--- config.mk ---
export PLATFORM = sky130hd
export DESIGN_NAME = water_heater_controller
export DESIGN_NICKNAME = d
export VERILOG_FILES = /design/src/rtl/water_heater_controller.sv
export SDC_FILE = /design/constraint.sdc
export NUM_CORES = 1
export LEC_CHECK = 0
export BUFFER_PORTS_ARGS = -buffer_cell sky130_fd_sc_hd__buf_4
export CAP_MARGIN = 20
export CORE_MARGIN = 5
export CORE_UTILIZATION = 56
export CTS_CLUSTER_DIAMETER = 100
export DETAILED_ROUTE_END_ITERATION = 10
export PLACE_DENSITY = 0.87
export SLEW_MARGIN = 20
export SYNTH_ARGS = -nofsm -noshare
export SYNTH_HDL_FRONTEND = slang
export SYNTH_SLANG_ARGS = --single-unit
--- constraint.sdc ---
create_clock -name clk -period 2.63 [get_ports clk]
set_clock_uncertainty 0.2 [all_clocks]
set_input_delay 0 -clock clk [delete_from_list [all_inputs] [get_ports clk]]
set_output_delay 0 -clock clk [all_outputs]
set_load 0.1 [all_outputs]
--- src/rtl/water_heater_controller.sv ---
// Drum water heater controller: heats to the latched target, holds it with hysteresis,
// and flags a fault if the target is not reached within the heating time budget.
module water_heater_controller #(
   parameter int unsigned HYST           = 2,
   parameter int unsigned REACH_CYCLES   = 4,
   parameter int unsigned TIMEOUT_CYCLES = 1000
) (
   input  logic       clk,
   input  logic       reset,
   input  logic       start,
   input  logic       abort,
   input  logic [5:0] target_temp,
   input  logic [5:0] sensor_temp,
   output logic       heater_on,
   output logic       temp_reached,
   output logic       fault,
   output logic [1:0] state
);

   localparam int unsigned TW = $clog2(TIMEOUT_CYCLES + 1);

   localparam logic [1:0] ST_IDLE  = 2'd0;
   localparam logic [1:0] ST_HEAT  = 2'd1;
   localparam logic [1:0] ST_HOLD  = 2'd2;
   localparam logic [1:0] ST_FAULT = 2'd3;

   localparam logic [TW-1:0] TIMER_LAST = TW'(TIMEOUT_CYCLES - 1);
   localparam logic [TW-1:0] TIMER_MAX  = TW'(TIMEOUT_CYCLES);
   localparam logic [3:0]    REACH_DONE = 4'(REACH_CYCLES);
   localparam logic [6:0]    HYST_W     = 7'(HYST);

   logic [1:0]    state_d, state_q;
   logic [5:0]    target_d, target_q;
   logic [TW-1:0] timer_d, timer_q;
   logic [3:0]    reach_d, reach_q;
   logic          heater_on_d, heater_on_q;
   logic          temp_reached_d, temp_reached_q;
   logic          fault_d, fault_q;
   logic          sensor_hit;
   logic [6:0]    hold_thr;

   always_comb begin
      sensor_hit     = (sensor_temp >= target_q);
      // Re-enable threshold saturates at 0 when the target is below the hysteresis band
      hold_thr       = ({1'b0, target_q} >= HYST_W) ? ({1'b0, target_q} - HYST_W) : '0;
      state_d        = state_q;
      target_d       = target_q;
      timer_d        = timer_q;
      reach_d        = reach_q;
      heater_on_d    = heater_on_q;
      if (abort) begin
         state_d     = ST_IDLE;
         timer_d     = '0;
         reach_d     = '0;
         heater_on_d = 1'b0;
      end else begin
         case (state_q)
            ST_IDLE: begin
               heater_on_d = 1'b0;
               if (start) begin
                  target_d    = target_temp;
                  timer_d     = '0;
                  reach_d     = '0;
                  state_d     = ST_HEAT;
                  heater_on_d = 1'b1;
               end
            end
            ST_HEAT: begin
               heater_on_d = 1'b1;
               if (timer_q < TIMER_MAX) timer_d = timer_q + TW'(1);
               reach_d = sensor_hit ? (reach_q + 4'd1) : '0;
               // Reaching the target wins over a timeout on the same edge
               if (reach_d == REACH_DONE) begin
                  state_d     = ST_HOLD;
                  heater_on_d = 1'b0;
               end else if (timer_q == TIMER_LAST) begin
                  state_d     = ST_FAULT;
                  heater_on_d = 1'b0;
               end
            end
            ST_HOLD: begin
               if (sensor_hit)                           heater_on_d = 1'b0;
               else if ({1'b0, sensor_temp} <= hold_thr) heater_on_d = 1'b1;
            end
            ST_FAULT: begin
               heater_on_d = 1'b0;
            end
         endcase
      end
      temp_reached_d = (state_d == ST_HOLD);
      fault_d        = (state_d == ST_FAULT);
   end

   always_ff @(posedge clk) begin
      if (reset) begin
         state_q        <= ST_IDLE;
         target_q       <= '0;
         timer_q        <= '0;
         reach_q        <= '0;
         heater_on_q    <= 1'b0;
         temp_reached_q <= 1'b0;
         fault_q        <= 1'b0;
      end else begin
         state_q        <= state_d;
         target_q       <= target_d;
         timer_q        <= timer_d;
         reach_q        <= reach_d;
         heater_on_q    <= heater_on_d;
         temp_reached_q <= temp_reached_d;
         fault_q        <= fault_d;
      end
   end

   assign state        = state_q;
   assign heater_on    = heater_on_q;
   assign temp_reached = temp_reached_q;
   assign fault        = fault_q;

endmodule

==> impl_metrics.ini <==
[finish]
final_area_um2 = 1870
antenna_cells = 0
mostFrequentLayoutCells = dfxtp_1, buf_4, nand2_1
area_growth_pct = 22.4
nets = 248
layout_commonest_cell = dfxtp_1
drive_gt1_frac = 0.167
fin_cells = 247

[timing]
slew_headroom = 0.551
fmax_ghz = 0.410
setup-violations-final = 0
hold_viol = 0
rsz0062_at_grt = no
fin_tns_setup_ns = 0
drv_slew = 0
finalCriticalPeriod_ns = 2.44
worstMarginPinSlew_ns = 0.672
finalCritPeriodShare = 0.927

[detailed_routing]
drtIter0Drc = 79
routed_wirelength_um = 3770
drc_errors = 0
drtAntennaViolNets = 0
wire_per_inst_um = 15.2
routed-via-count = 1492
dr.pass1.iters = 4
vias_per_cell = 6.04

[min_path]
hold_path_end = heater_on$_SDFFE_PP0P_
hold_depth = 5
hold_class = in2reg
hp-start = sensor_temp[5]

[synth]
async_flop_share = 0
synth_top_area_share = 0.327
yosysSeqAreaShare = 0.327
synth_top_area_cell = dfxtp_1
synth_fp_nets = 213
synth_xor_xnor_area_share = 0.0516
synth_compound_area_frac = 0.205
synth_top_family_by_area = simple AND/OR/NAND/NOR gates
synth.avg_cell_area_um2 = 8.40
synth_ff_type = dfxtp_1
synth_cell_type_count = 45
synth_mux_area_frac = 0.00655
synth_area_um2 = 1530
ys_warn_count = 0
synthSimpleGateAreaFrac = 0.251
syn_inst = 182
synth_edf_count = 0
synth_fa_ha_area_frac = 0.123
yosys-top-cells-area = dfxtp_1, ha_1, nand2_1
yosys_register_bits = 25

[setup_path]
reg2reg_depth = 12
critical-path-max-stage-delay_ns = 0.35
path_depth = 12
cp.buffers_inverters = 1
path_class = reg2reg
rr_startpoint = target_q[2]$_SDFFE_PP0P_
worstPathCellList = inv_1, ha_2, nand3_1, nor2_2, nand2_1, nand2b_1, ha_1, a21oi_1, a21oi_1, o311ai_1, a41oi_1, a21oi_1
cp-start-kind = register
r2r-end = heater_on$_SDFFE_PP0P_
rrSetupSlack_ns = 0.19
cp_max_fo = 4
cpMostUsedCell = a21oi_1
worst_path_max_delay_cell = dfxtp_1
crit_path_end_kind = register
cp_data_required_time_ns = 2.68
cp.arrival_ns = 2.49
crit_family = compound AO/OA/AOI/OAI gates

[clock_network]
postCtsSetupBuffers = 0
cts_tree = yes
cts_made_buffers = 3
cts_sinks = 25
clk_latency_ns = 0.31
cts-root-buf = clkbuf_4
htreeDepth = 1
ctsLongestPathBuffers = 2
path_clk_slew_ns = 0.13

[die]
core_area_um2 = 2690
dieArea_um2 = 3880
start_util = 0.569
die_w_um = 62.3
rows = 19
io_pins = 21
die_y_um = 62.3

[global_route]
track_usage = 0.201
grt_overflow = 0
grt_pass1_wl_um = 6590
grt_antenna_before_repair = 0
grt_start_max_net_pins = 14
grt_pass1_vias = 1497

[place]
dpl_cell_area_um2 = 1700
place.gp.congestion = 0.939
dpl.cell_count = 229
hpwlAfterDp_um = 2670
port_buffers = 20

[job]
maxCapViolations = 0

[power]
vdd_ir_drop_max_v = 0.000378
p_per_area_nw_per_um2 = 395
total_power_mw = 0.740
leakage_nw = 0.746

[run_status]
status = completed
-- area by class of cell --
| cell class | count | area, um^2 |
|---|---|---|
| tap | 31 | 38.8 |
| inverter | 8 | 30.0 |
| timing repair buffer | 35 | 298 |
| fill | 216 | 815 |
| sequential | 25 | 500 |
| multi-input combinational | 144 | 978 |
| clock buffer | 4 | 26.3 |
-- cells in the mapped netlist (all sizes together) (2+ instances only) --
| library cell | count |
|---|---|
| a21o | 3 |
| a21oi | 16 |
| a31oi | 2 |
| a41oi | 3 |
| and3 | 2 |
| buf | 3 |
| clkbuf | 2 |
| dfxtp | 25 |
| ha | 15 |
| inv | 8 |
| nand2 | 19 |
| nand2b | 4 |
| nand3 | 7 |
| nand4 | 5 |
| nor2 | 19 |
| nor2b | 4 |
| nor3 | 4 |
| o21ai | 8 |
| o31ai | 3 |
| or2 | 2 |
| or3b | 2 |
| xor2 | 8 |
-- flip-flops by register name (all words and copies together) (netlist names) --
register / flops
target_q: 6
state: 2
reach_q: 4
timer_q: 10
temp_reached: 1
heater_on: 1
fault: 1
-- kinds of logic (layout without fill, tap and decap cells) --
group           count (synthesis)  count (layout)
compound gates                 43              43
xor+xnor                        9               9
fa+ha+maj                      15              15
buf+inv                        13              47
flops                          25              25
mux                             1               1
simple gates                   76              76
-- report_power, final --
group          internal (mW)  switching (mW)
sequential             0.385         0.00907
combinational         0.0810          0.0989
clock                 0.0591           0.107
total                  0.525           0.215
-- metrics by stage --
stage	setup WS (ns)	util	hold WS [ns]
after floorplan	0.213	-	-0.0640
after detailed placement	0.161	0.633	0.0248
after global placement	0.273	0.633	0.0180
after global routing	0.0329	0.697	0.138
after CTS	0.111	0.695	0.170
final	0.192	0.697	0.136
-- worst min-delay path, delay by kind of cell --
family	cells	cell delay, ns
AOI/OAI and AO/OA	3	0.36
adders and majority gates	1	0.16
buffers and inverters	1	0.09
-- metal layers --
layer	GRT usage	vias up	part of all wire
met5	0	-	0
met4	0.0557	0	0.016
met3	0.0270	6	0.050
met2	0.390	52	0.54
met1	0.223	716	0.39
li1	-	718	-
-- timing repair --
action,4_1_cts,5_1_grt
setup endpoints to repair,0,1
endpoints found under the hold margin,14,0
hold buffers,14,0
gates resized for setup,0,4
-- worst max-delay path by stage --
stage	startpoint	to	slack, ns
after floorplan	state[0]$_SDFF_PP0_	timer_q[7]$_SDFFE_PP0P_	0.21
after global placement	target_q[1]$_SDFFE_PP0P_	heater_on$_SDFFE_PP0P_	0.27
after detailed placement	target_q[2]$_SDFFE_PP0P_	heater_on$_SDFFE_PP0P_	0.16
after CTS	target_q[1]$_SDFFE_PP0P_	heater_on$_SDFFE_PP0P_	0.11
after global routing	target_q[1]$_SDFFE_PP0P_	heater_on$_SDFFE_PP0P_	0.03
final	target_q[2]$_SDFFE_PP0P_	heater_on$_SDFFE_PP0P_	0.19
(Power assumes the default switching activity.)
